===== config.mk =====
export PLATFORM = sky130hd
export DESIGN_NAME = busarb
export DESIGN_NICKNAME = d
export VERILOG_FILES = /design/src/rtl/femto_bus_pkg.sv /design/src/rtl/busarb_rspbuf.sv /design/src/rtl/busarb.sv
export SDC_FILE = /design/constraint.sdc
export NUM_CORES = 1
export LEC_CHECK = 0
export ABC_AREA = 1
export CORE_AREA = 2 2 121 123
export CTS_CLUSTER_DIAMETER = 150
export DETAILED_ROUTE_END_ITERATION = 10
export DIE_AREA = 0 0 123 125
export MAX_ROUTING_LAYER = met4
export PLACE_DENSITY = 0.72
export SYNTH_ARGS = -nofsm -noshare
export SYNTH_HDL_FRONTEND = slang
export SYNTH_SLANG_ARGS = --single-unit

===== constraint.sdc =====
create_clock -name clk -period 2.7 [get_ports clk]
set_input_delay 0.81 -clock clk [delete_from_list [all_inputs] [get_ports clk]]
set_output_delay 0.81 -clock clk [all_outputs]
set_load 0.005 [all_outputs]

===== src/rtl/femto_bus_pkg.sv =====
// Shared definitions for the core bus: master indices, arbitration modes, request bundle.
// Types and constants only.
package femto_bus_pkg;

    localparam logic M_IBUS = 1'b0;
    localparam logic M_DBUS = 1'b1;

    localparam int ARB_RR    = 0;
    localparam int ARB_FIXED = 1;

    typedef struct packed {
        logic [31:0] addr;
        logic        prot;
        logic [1:0]  size;
        logic        write;
        logic        trans;
    } bus_req_t;

endpackage


===== src/rtl/busarb_rspbuf.sv =====
// Per-master response holding register: keeps a finished data phase for a master whose next address lost arbitration.
// Zero latency when empty (slave response passes through); holds until the master sees ready.
module busarb_rspbuf
    import femto_bus_pkg::*;
(
    input  logic        clk,
    input  logic        rstn,
    input  logic        cap,
    input  logic        clr,
    input  logic [31:0] slv_rdata,
    input  logic        slv_resp,
    output logic [31:0] rdata,
    output logic        resp,
    output logic        vld
);

    logic [31:0] rb_dat;
    logic        rb_err;

    // Capture only happens while the master is stalled, so it never overlaps a clear.
    always_ff @(posedge clk or negedge rstn) begin
        if (!rstn) begin
            vld    <= 1'b0;
            rb_dat <= 32'h0;
            rb_err <= 1'b0;
        end else if (cap) begin
            vld    <= 1'b1;
            rb_dat <= slv_rdata;
            rb_err <= slv_resp;
        end else if (clr) begin
            vld    <= 1'b0;
        end
    end

    assign rdata = vld ? rb_dat    : slv_rdata;
    assign resp  = vld ? rb_err    : slv_resp;

endmodule


===== src/rtl/busarb.sv =====
// Two-master (ibus/dbus) to one-slave arbiter; combinational address path, zero added latency uncontested.
// A losing master sees hready low; its completed read is parked in a response buffer until it is regranted.
module busarb
    import femto_bus_pkg::*;
#(
    parameter int ARB_MODE = ARB_FIXED,
    parameter int RST_LAST = 0
) (
    input  logic        clk,
    input  logic        rstn,
    input  logic [31:0] m0_haddr,
    input  logic        m0_hprot,
    input  logic [1:0]  m0_hsize,
    input  logic        m0_hwrite,
    input  logic [31:0] m0_hwdata,
    input  logic        m0_htrans,
    output logic [31:0] m0_hrdata,
    output logic        m0_hresp,
    output logic        m0_hready,
    input  logic [31:0] m1_haddr,
    input  logic        m1_hprot,
    input  logic [1:0]  m1_hsize,
    input  logic        m1_hwrite,
    input  logic [31:0] m1_hwdata,
    input  logic        m1_htrans,
    output logic [31:0] m1_hrdata,
    output logic        m1_hresp,
    output logic        m1_hready,
    output logic [31:0] haddr,
    output logic        hprot,
    output logic [1:0]  hsize,
    output logic        hwrite,
    output logic [31:0] hwdata,
    output logic        htrans,
    input  logic [31:0] hrdata,
    input  logic        hresp,
    input  logic        hready
);

    localparam logic RST_G = (RST_LAST != 0);

    bus_req_t req0, req1, sel;
    logic     hold_vld, hold_g;
    logic     dp_vld, dp_own;
    logic     last_g, g;
    logic     rdy0, rdy1, cap0, cap1, rb_vld0, rb_vld1;

    assign req0 = {m0_haddr, m0_hprot, m0_hsize, m0_hwrite, m0_htrans};
    assign req1 = {m1_haddr, m1_hprot, m1_hsize, m1_hwrite, m1_htrans};

    // A stalled address phase keeps its grant; otherwise arbitrate fresh.
    always_comb begin
        g = last_g;
        if (hold_vld)
            g = hold_g;
        else if (m0_htrans && m1_htrans)
            g = (ARB_MODE == ARB_FIXED) ? M_DBUS : ~last_g;
        else if (m1_htrans)
            g = M_DBUS;
        else if (m0_htrans)
            g = M_IBUS;
    end

    assign sel    = g ? req1 : req0;
    assign haddr  = sel.addr;
    assign hprot  = sel.prot;
    assign hsize  = sel.size;
    assign hwrite = sel.write;
    assign htrans = sel.trans;
    assign hwdata = !dp_vld ? 32'h0 : (dp_own ? m1_hwdata : m0_hwdata);

    always_ff @(posedge clk or negedge rstn) begin
        if (!rstn) begin
            hold_vld <= 1'b0;
            hold_g   <= 1'b0;
            dp_vld   <= 1'b0;
            dp_own   <= 1'b0;
            last_g   <= RST_G;
        end else begin
            hold_vld <= htrans & ~hready;
            hold_g   <= g;
            if (hready) begin
                dp_vld <= htrans;
                dp_own <= g;
                if (htrans)
                    last_g <= g;
            end
        end
    end

    // Ready needs both this master's data phase finished and its new address (if any) taken.
    assign rdy0 = (rb_vld0 | ~(dp_vld & (dp_own == M_IBUS)) | hready)
                & (~m0_htrans | ((g == M_IBUS) & hready));
    assign rdy1 = (rb_vld1 | ~(dp_vld & (dp_own == M_DBUS)) | hready)
                & (~m1_htrans | ((g == M_DBUS) & hready));

    assign cap0 = dp_vld & (dp_own == M_IBUS) & hready & ~rdy0;
    assign cap1 = dp_vld & (dp_own == M_DBUS) & hready & ~rdy1;

    assign m0_hready = rdy0;
    assign m1_hready = rdy1;

    busarb_rspbuf u_rb0 (
        .clk       (clk),
        .rstn      (rstn),
        .cap       (cap0),
        .clr       (rdy0),
        .slv_rdata (hrdata),
        .slv_resp  (hresp),
        .rdata     (m0_hrdata),
        .resp      (m0_hresp),
        .vld       (rb_vld0)
    );

    busarb_rspbuf u_rb1 (
        .clk       (clk),
        .rstn      (rstn),
        .cap       (cap1),
        .clr       (rdy1),
        .slv_rdata (hrdata),
        .slv_resp  (hresp),
        .rdata     (m1_hrdata),
        .resp      (m1_hresp),
        .vld       (rb_vld1)
    );

endmodule


### Word-level counts from Yosys, hierarchy flattened

Index checks and enable logic that the tools add are counted.
Widths: inputs -> output; s select.

| storage, ports and cells | value |
|---|---|
| bits in registers | 73 |
| bits in latches | 0 |
| memory bits (writable) | 0 |
| ROM bits | 0 |
| input port bits | 174 |
| output and inout bits | 137 |
| word-level logic and storage cells | 56 |
| memories kept | 0 |

| operators by class | value |
|---|---|
| add/sub/neg operators | 0 |
| multiply operators | 0 |
| divide/modulo/power cells | 0 |
| order comparisons | 0 |
| equality and inequality tests | 0 |
| shift-type cells | 0 |
| muxes and demuxes | 15 |
| bitwise gates (word level) | 26 |
| reductions and logical operators | 4 |

Operators with widths:

| kind | number |
|---|---|
| $mux 32 | 4 |
| $mux 37 | 1 |
| $and 1x1->1 | 11 |
| $mux 1 | 10 |
| $not 1->1 | 9 |
| $or 1x1->1 | 6 |
| $reduce_bool 2->1 | 2 |
| $reduce_and 2->1 | 1 |
| $logic_and 1x1->1 | 1 |

### Depth between registers and ports, before layout

Gate-level depths: netlist of run 1.

| depth | value |
|---|---|
| word-level depth | 11 |
| depth in mapped cells | 10 |

### Hierarchy

From an unflattened synthesis of run 1, not the netlist that was laid out.

| unflattened totals | value |
|---|---|
| cells, all modules | 760 |
| area, all modules | 4888.4 µm² |

Modules (own cells, without submodules):

| module | times used | cells each | area each (µm²) | sequential area each (µm²) |
|---|---|---|---|---|
| busarb_rspbuf | 2 | 251 | 1851.8 | 850.8 |
| busarb | 1 | 258 | 1184.9 | 125.1 |

### Worst setup path before layout of run 1

No wires, ideal clock.

| path | value |
|---|---|
| path kind | input -> output |
| start point | in m1_htrans |
| end point | out haddr[10] |
| arrival time | 1513 ps |
| path slack | 377 ps |
| cell stages on the path | 7 |
| buffers on the path | 2 |
| cells stage by stage | nor2_2 -> nand2_4 -> nand2_4 -> buf_4 -> buf_4 -> nand2_1 -> nand2_1 |

| between the ends | value |
|---|---|
| word-level cells in the longest chain between the ends | 4 |
| elaborated cells between the ends (all ways) | 5 |
| classes of those cells | mux (4); reduce/logical (1) |

RTL lines:

| element | line | text |
|---|---|---|
| from (decl) | busarb.sv:25 | `input logic m1_htrans,` |
| $mux 1 / $logic_and 1x1->1 (equally long branches) | busarb.sv:58, busarb.sv:56 |  |
| $mux 1 * | busarb.sv:56 | `else if (m0_htrans && m1_htrans)` |
| $mux 1 * | busarb.sv:54 | `if (hold_vld)` |
| $mux 37 * | busarb.sv:64 | `assign sel = g ? req1 : req0;` |
| to (decl) | busarb.sv:29 | `output logic [31:0] haddr,` |

Mark *: on every way between the ends. The rest lies on a longest branch, timed or not.

### Final worst setup path of run 1

| path | value |
|---|---|
| start point | in m1_hwdata[8] |
| end point | out hwdata[8] |

| between the ends | value |
|---|---|
| word-level cells in the longest chain between the ends | 2 |

RTL lines:

| element | line | text |
|---|---|---|
| from (decl) | busarb.sv:24 | `input logic [31:0] m1_hwdata,` |
| $mux 32 (2 in a row) | busarb.sv:70 | `assign hwdata = !dp_vld ? 32'h0 : (dp_own ? m1_hwdata : m0_hwdata);` |
| to (decl) | busarb.sv:33 | `output logic [31:0] hwdata,` |

No other way between the ends.

==> results.ini, run 1 <==
[pwr]
pwr-share-comb=0.372
p_per_area_nw_per_um2=530
power_switching_share=0.313
intPower_mw=3.03
switching_power_mw=1.38
p_leak_nw=4.22
irDropWorstVdd_mv=0.306
p_clk_frac=0.246
p_seq_frac=0.382

[logic_synthesis]
synth_most_common_cell=nand2_1
ys_ff_latch=73
syn-instance-count=658
synth-edff-count=0
ys.flop_type=dfrtp_1
yosys.cell_types.count=21
synthSimpleGateAreaFrac=0.331
synthAdderAreaFrac=0
synth_top_family_by_area=simple AND/OR/NAND/NOR gates
avgSynthCellArea_um2=6.72
syn_nets=832
synth_top_cell_area_share=0.413
synth.yosys.seq_area_share=0.413
synth_area_um2=4420
yosysWarnings=0
yosys-top-cells-area=dfrtp_1 (41%), nand2_1 (27%), o21ai_0 (8.4%), o21ai_1 (5.9%), nand3_1 (3.9%)
synth_top_area_cell=dfrtp_1
async_reset_ff_frac=1.00
synth_compound_area_frac=0.162
synthTopCellsByCount=nand2_1 (318), o21ai_0 (74), dfrtp_1 (73)
synth-xor-area-share=0
synthMuxAreaShare=0

[timing]
worst_slew_pin_slew_ps=511
worst_slack_ps=28.7
setup_viol=0
min_period_ps=2670
hold_viol=0
rsz0062_at_grt=yes
maxSlewHeadroom=0.660
period_share=0.989
drv_slew=0
fin_skew_ps=4.66
max_freq_mhz=374

[placed_design]
io_buffers=310
hpwlAfterDp_um=13400
placed_area_um2=8050
dp_worst_setup_slack_ps=-581
gp_congestion=0.851

[setup_path]
cp_data_required_time_ps=1890
r2r_cells=7
reg2reg_setup_slack_ps=1030
crit_end=hwdata[8]
critPathKind=input port to primary output
path_max_fanout=1
critPathLaunch=m1_hwdata[8]
worst_ep_arrival_time_ps=1860
crit-reg2reg-capture=u_rb0.rb_dat[4]
r2r_start=dp_vld
critPathCaptureType=primary output
critPathLaunchType=input port

[route]
viasPerCell=4.54
wl_per_cell_um=15.0
via_count=5422
dr.pass1.iters=5
final_antenna_net_count=0
wl_um=17900
drt_iter0_drc=303
drc=0

[clocking]
cts_tree=built
ctsHtreeMaxLevel=3
clock_latency_ps=330
root_buffer=clkbuf_16
cts-buffers-inserted=9
cts_sinks=73
holdBufCountCts=0
cts.path.max_buffers=2
clkTransAtPathRegs_ps=60

[global_routing]
overflow=0
grt_antenna_before_repair=2
track_usage=0.238
grt_first_pass_wirelength_um=27800
grt_pass1_vias=5270
grt_start_max_net_pins=45

[floorplan]
die_area_um2=15400
die_x_um=123
start_util=0.311
rows=44
die_h_um=125
core_region_area_um2=14200
io_pins=311

[finish]
final_nets=1176
syn2layout_area_growth_pct=88.6
layout-drive-gt1-share=0.150
reg_top3=u_rb0.rb_dat: 32 flops, u_rb1.rb_dat: 32 flops
stdcell_area_um2=8330

[flow_run]
drv_cap=0

[status]
status=completed

[worst_hold_path]
hp-class=input port to async pin

[power groups by stage]
stage / clock network (mW) / logic, mW / registers (mW)
after detailed placement: 0 / 1.68 / 1.70
final: 1.08 / 1.64 / 1.69
after global placement: 0 / 1.65 / 1.68
after global routing: 1.17 / 1.84 / 1.73
after floorplan: 0 / 0.727 / 1.65
after CTS: 1.11 / 1.66 / 1.69
[layout make-up]
type / count / area (um^2)
Timing Repair Buffer: 379 / 3630
Multi-Input combinational cell: 499 / 2200
Fill cell: 1400 / 5870
Clock inverter: 5 / 31.3
Inverter: 40 / 158
Clock buffer: 11 / 243
Tap cell: 184 / 230
Sequential cell: 73 / 1830
Antenna cell: 2 / 5.00
[repair_timing]
action	in CTS	in global routing
resized for setup	287	5
setup buffers	9	0
endpoints found under the hold margin	0	0
pin swaps	6	1
cloned	6	0
setup endpoints to repair	137	21
[how the worst min path moves through the flow]
stage | startpoint | end | slack, ps | cells after the start
after floorplan | last_g | last_g | 440 | 2
after global placement | u_rb1.rb_dat[23] | u_rb1.rb_dat[23] | 470 | 2
after detailed placement | u_rb1.rb_dat[23] | u_rb1.rb_dat[23] | 470 | 2
after CTS | rstn | u_rb1.rb_dat[16] | 470 | 1
after global routing | rstn | u_rb1.rb_dat[15] | 490 | 1
final | rstn | u_rb0.rb_dat[16] | 460 | 1
[routing by layer]
metal	global-route usage	share of wire	up-vias
li1	-	-	2768
met1	0.276	0.40	2430
met2	0.395	0.50	196
met3	0.0557	0.068	28
met4	0.0936	0.030	0
met5	-	0	-
[critical path, stage by stage]
cell and delay, ps:
clkdlybuf4s50_1 450, nand2_1 50, nand2_1 60, clkdlybuf4s50_1 490
[cell families (layout without fill, tap and decap cells)]
kind of cell | Yosys count | after routing
compound gates | 137 | 137
flops | 73 | 73
buf+inv | 86 | 435
other cells | 0 | 2
simple gates | 362 | 362
[layout by cell type, fill, tap and decap left out]
master / n
buf_6: 3
o21ai_0: 64
buf_2: 37
nand2_1: 314
diode_2: 2
clkbuf_1: 1
nand3_1: 34
nand2_8: 1
nand3b_4: 1
dfrtp_1: 71
inv_8: 1
nand3_4: 1
nor2_1: 1
clkdlybuf4s15_1: 1
nor2_4: 1
clkinv_4: 1
clkdlybuf4s15_2: 2
inv_1: 35
a21oi_1: 2
a21oi_2: 1
dlygate4sd2_1: 99
nor3_1: 2
nand2_2: 5
clkbuf_8: 1
clkinvlp_4: 1
nand2_4: 2
clkbuf_16: 9
dfrtp_2: 2
clkdlybuf4s50_1: 169
o21ai_1: 62
dlymetal6s2s_1: 1
buf_12: 15
o21ai_2: 8
buf_4: 46
inv_2: 4
buf_16: 6
clkinv_2: 3
[per-stage QoR]
stage / setup TNS [ps] / power, mW / util / hold slack [ps] / std cells
global placement: -29950 / 3.34 / 0.567 / 466 / 1161
finish: 0 / 4.41 / 0.587 / 457 / 1193
global route: -40.8 / 4.74 / 0.587 / 490 / 1193
CTS: 0 / 4.46 / 0.586 / 467 / 1191
floorplan: 0 / 2.38 / - / 442 / 658
detailed placement: -30830 / 3.37 / 0.567 / 469 / 1161
Power figures use the tool's default switching activity.
==> inputs of run 2 (changes only) <==
Settings changed: MAX_ROUTING_LAYER met4 to unset, SETUP_SLACK_MARGIN set to 0.02.
==> run 2 against run 1 <==
  * Flip-flop and latch count unchanged
  * Die area unchanged
  * Sequential share of layout area decreased by 0.21 points
==> results.ini, run 2 (synthesis gave the netlist of run 1 again) <==
[clocking]
holdBufCountCts=0  ; unchanged
root_buffer=clkbuf_16
cts-buffers-inserted=9  ; unchanged
cts_tree=built
cts_sinks=73  ; unchanged
clkTransAtPathRegs_ps=60  ; about the same
clock_latency_ps=330  ; about the same
ctsHtreeMaxLevel=3  ; unchanged
cts.path.max_buffers=2  ; unchanged

[global_routing]
overflow=0  ; unchanged
grt_antenna_before_repair=2  ; unchanged
track_usage=0.231  ; -0.00686
grt_start_max_net_pins=45  ; unchanged
grt_pass1_vias=5256  ; -0.27%
grt_first_pass_wirelength_um=27800  ; +0.15%

[placed_design]
hpwlAfterDp_um=13400  ; unchanged
io_buffers=310  ; unchanged
placed_area_um2=8050  ; unchanged
dp.cells=1161  ; unchanged
gp_congestion=0.838  ; -1.5%
dp_worst_setup_slack_ps=-581  ; unchanged

[route]
viasPerCell=4.55  ; +0.17%
drt_iter0_drc=345  ; +14%
drc=0  ; unchanged
final_antenna_net_count=0  ; unchanged
wl_um=18000  ; +0.36%
via_count=5431  ; +0.17%
dr.pass1.iters=5  ; unchanged
wl_per_cell_um=15.1  ; +0.36%

[floorplan]
core_region_area_um2=14200  ; unchanged
rows=44  ; unchanged
die_h_um=125  ; unchanged
start_util=0.311  ; unchanged
io_pins=311  ; unchanged
die_area_um2=15400  ; unchanged
die_x_um=123  ; unchanged

[setup_path]
critPathLaunchType=input port
path_max_fanout=9  ; +8
cp_data_required_time_ps=1890  ; about the same
path_cells=buf_6, inv_2, nand2_2, nand2_4, nand2_8, buf_12, inv_8, buf_4, nand2_1, nand2_1, clkdlybuf4s15_2
crit_top_cell=nand2_1
r2r_cells=7  ; unchanged
critPathKind=input port to primary output
worst_ep_arrival_time_ps=1810  ; -50 ps
slowest_delay_ps=190  ; -300 ps
critPathCaptureType=primary output
cp_slowest_cell=clkdlybuf4s15_2

[finish]
mostFrequentLayoutCells=nand2_1 (300), clkdlybuf4s50_1 (168), dlygate4sd2_1 (99)
final_core_util=0.592  ; +0.00555
syn2layout_area_growth_pct=90.4
layout.cells.non_filler=1193  ; unchanged
layout-drive-gt1-share=0.166  ; +0.0159
stdcell_area_um2=8410  ; +0.95%
final_nets=1176  ; unchanged
reg_top3=u_rb0.rb_dat: 32 flops, u_rb1.rb_dat: 32 flops
layout.cells.most_common=nand2_1

[status]
status=completed

[timing]
worst_slack_ps=75.3  ; +46.6 ps
fin_skew_ps=5.89  ; +1.23 ps
setup_viol=0  ; unchanged
finalSetupTns_ps=0  ; unchanged
rsz0062_at_grt=yes
worst_slew_pin_slew_ps=511  ; +0.653 ps
drv_slew=0  ; unchanged
max_freq_mhz=381  ; +1.8%
maxSlewHeadroom=0.659  ; about the same
min_period_ps=2620  ; -46.6 ps
hold_ws_ps=453  ; -4.63 ps
hold_viol=0  ; unchanged
period_share=0.972  ; -0.0173

[pwr]
irDropWorstVdd_mv=0.311  ; +1.6%
p_per_area_nw_per_um2=529  ; -0.15%
power_mw=4.45  ; +0.80%
p_leak_nw=4.26  ; +0.91%

[flow_run]
drv_cap=0  ; unchanged

[worst_hold_path]
hp-class=input port to async pin

[run 2: repair_timing]
item / 4_1_cts / 5_1_grt
gates cloned: 6 / 0
setup buffers: 9 / 0
setup endpoints to repair: 137 / 36
pin swaps: 6 / 4
endpoints found under the hold margin: 0 / 0
resized for setup: 287 / 31
[run 2: per-layer routing]
layer / track usage / vias to the layer above / part of all wire
li1: - / 2769 / -
met1: 0.269 / 2435 / 0.39
met2: 0.395 / 195 / 0.50
met3: 0.0671 / 32 / 0.074
met4: 0.0936 / 0 / 0.034
met5: 0 / - / 0
[run 2: final cells by class]
cell class,instances,area (um^2)
Clock buffer,11,243
Sequential cell,73,1830
Multi-Input combinational cell,499,2260
Fill cell,1396,5790
Inverter,40,159
Timing Repair Buffer,379,3650
Clock inverter,5,31.3
Tap cell,184,230
Antenna cell,2,5.00
[run 2: final timing paths]
path | start | slack, ps | to
max | m0_htrans | 80 | haddr[30]
min | rstn | 450 | u_rb0.rb_dat[16]
max reg2reg | dp_vld | 1020 | u_rb0.rb_dat[4]
min reg2reg | u_rb1.rb_dat[23] | 480 | u_rb1.rb_dat[23]
max in group asynchronous | rstn | 1680 | u_rb0.rb_dat[31]
min in group clk | u_rb1.rb_dat[23] | 480 | u_rb1.rb_dat[23]
[run 2: critical path: cells and delay by family]
kind	cells	cell delay (ps)
simple gates	5	330
buf+inv	6	670
[run 2: where the power goes]
part           switching (mW)  total (mW)  internal (mW)  leakage (nW)
Clock                   0.452        1.10          0.644         0.135
Combinational           0.748        1.67          0.919          3.20
Sequential              0.205        1.69           1.48         0.926
Total                    1.41        4.45           3.04          4.26
==> inputs of run 3 (changes only) <==
Settings changed: PLACE_DENSITY 0.72 to 0.74.
==> run 3 against run 2 <==
  * Cell count is 1.5% higher
  * Clock skew is 0.67 ps higher
  * Via count is 1.8% higher
  * Routed wire length is 1.4% lower
  * Fmax is 1.2% lower
  * Highest routed layer unchanged
  * Critical endpoint is now haddr[0]
  * Flip-flop and latch count stayed put
  * Global-route usage is 0.24 points lower
  * Core utilization is 0.95 points higher
  * Critical path type unchanged
  * Combinational power hardly changed
  * Sequential share of layout area is 0.34 points lower
  * Worst hold slack better by 2.2 ps
  * Non-clock buffer count is 17 higher
==> results.ini, run 3 (synthesis gave the netlist of run 1 again) <==
[status]
status=completed

[clocking]
ctsHtreeMaxLevel=3  ; unchanged
cts_tree=built
clkTransAtPathRegs_ps=60  ; about the same
cts_sinks=73  ; unchanged
root_buffer=clkbuf_16
holdBufCountCts=0  ; unchanged
clock_latency_ps=330  ; about the same
cts-buffers-inserted=9  ; unchanged
cts.path.max_buffers=2  ; unchanged

[global_routing]
track_usage=0.229  ; -0.00237
overflow=0  ; unchanged
grt_antenna_before_repair=4  ; +2
grt_first_pass_wirelength_um=27400  ; -1.4%
grt_start_max_net_pins=49  ; +8.9%
grt_pass1_vias=5421  ; +3.1%

[pwr]
pwr-share-comb=0.379  ; +0.004
irDropWorstVdd_mv=0.298  ; -3.9%
intPower_mw=3.06  ; +0.39%
p_seq_frac=0.379  ; about the same
switching_power_mw=1.42  ; +0.83%
p_per_area_nw_per_um2=523  ; -1.1%
p_clk_frac=0.242  ; -0.004
p_leak_nw=4.31  ; +1.2%
power_switching_share=0.317  ; +0.000960
power_mw=4.47  ; +0.53%

[placed_design]
hpwlAfterDp_um=13100  ; -2.3%
dp_worst_setup_slack_ps=-593  ; -11.5 ps
io_buffers=310  ; unchanged
dp.cells=1167  ; +0.52%
gp_congestion=0.879  ; +4.9%

[finish]
layout.cells.non_filler=1211  ; +1.5%
reg_top3=u_rb0.rb_dat: 32 flops, u_rb1.rb_dat: 32 flops
fillers=1334  ; -4.4%
layout-drive-gt1-share=0.195  ; +0.0287
syn2layout_area_growth_pct=93.4
mostFrequentLayoutCells=nand2_1 (284), clkdlybuf4s50_1 (170), dlygate4sd2_1 (98)
final_core_util=0.602  ; +0.00951
final_nets=1193  ; +1.4%
layout.cells.most_common=nand2_1

[timing]
drv_slew=0  ; unchanged
worst_slack_ps=43.4  ; -31.9 ps
period_share=0.984  ; +0.0118
max_freq_mhz=376  ; -1.2%
setup_viol=0  ; unchanged
hold_viol=0  ; unchanged
worst_slew_pin_slew_ps=525  ; +13.6 ps
maxSlewHeadroom=0.650  ; -0.00907
rsz0062_at_grt=yes
fin_skew_ps=6.56  ; +0.673 ps
min_period_ps=2660  ; +31.9 ps
hold_ws_ps=455  ; +2.18 ps

[route]
drt_iter0_drc=303  ; -12%
drc=0  ; unchanged
wl_per_cell_um=14.6  ; -2.8%
via_count=5528  ; +1.8%
final_antenna_net_count=0  ; unchanged
dr.pass1.iters=4  ; -1
wl_um=17700  ; -1.4%
viasPerCell=4.56  ; +0.27%

[setup_path]
critPathLaunch=m1_htrans
path_max_fanout=7  ; -2
critPathCaptureType=primary output
critPathLaunchType=input port
cp_data_required_time_ps=1890  ; about the same
r2r_start=hold_vld
critPathKind=input port to primary output
worst_ep_arrival_time_ps=1850  ; +40 ps

[floorplan]
io_pins=311  ; unchanged
rows=44  ; unchanged
start_util=0.311  ; unchanged
die_x_um=123  ; unchanged
core_region_area_um2=14200  ; unchanged
die_area_um2=15400  ; unchanged
die_h_um=125  ; unchanged

[worst_hold_path]
hp-class=input port to async pin

[flow_run]
drv_cap=0  ; unchanged

==> run 3: critical path, stage by stage <==
cell and delay [ps]:
buf_8 100, nor2_4 120, nand2_4 80, nand2_8 90
buf_12 120, inv_12 40, buf_12 120, buf_12 140
nand2_4 50, nand2_2 50, buf_2 120
==> run 3: through the flow <==
step	area [um^2]	setup TNS (ps)
6_report	8550	0
5_1_grt	8550	-15.5
4_1_cts	8460	-510
3_5_place_dp	8060	-30850
3_3_place_gp	8060	-30890
2_1_floorplan	4420	0
==> run 3: metal layers <==
metal,share of wire,track usage
met5,0,0
met1,0.39,0.261
met3,0.067,0.0566
met2,0.50,0.391
met4,0.041,0.120
==> run 3: path summary, 6_finish.rpt <==
| kind | cells past startpoint | slack, ps | endpoint |
|---|---|---|---|
| max | 11 | 40 | haddr[0] |
| min | 1 | 450 | u_rb1.rb_dat[18] |
| max reg2reg | 11 | 1000 | u_rb0.rb_dat[8] |
| min reg2reg | 2 | 480 | u_rb1.rb_dat[22] |
| max in group asynchronous | 2 | 1670 | u_rb1.vld |
| min in group clk | 2 | 480 | u_rb1.rb_dat[22] |
==> run 3: what timing repair did <==
action / 4_1_cts / 5_1_grt
endpoints found under the setup margin: 137 / 38
buffers inserted: 20 / 1
resized for setup: 274 / 54
endpoints found under the hold margin: 0 / 0
cloned: 6 / 0
pin swaps: 6 / 8
==> run 3: final cells by class <==
type / count / area (um^2) / area share
Inverter: 40 / 165 / 0.0193
Sequential cell: 73 / 1830 / 0.214
Tap cell: 184 / 230 / 0.0269
Antenna cell: 4 / 10.0 / 0.00117
Timing Repair Buffer: 396 / 3720 / 0.436
Multi-Input combinational cell: 499 / 2320 / 0.271
Clock inverter: 5 / 32.5 / 0.00381
Clock buffer: 10 / 239 / 0.0280
==> run 3: power by group through the flow <==
| stage | Clock [mW] | Combinational, mW | Sequential (mW) |
|---|---|---|---|
| global placement | 0 | 1.64 | 1.69 |
| global route | 1.16 | 1.88 | 1.74 |
| detailed placement | 0 | 1.66 | 1.70 |
| finish | 1.08 | 1.69 | 1.69 |
| CTS | 1.11 | 1.69 | 1.69 |
| floorplan | 0 | 0.727 | 1.65 |
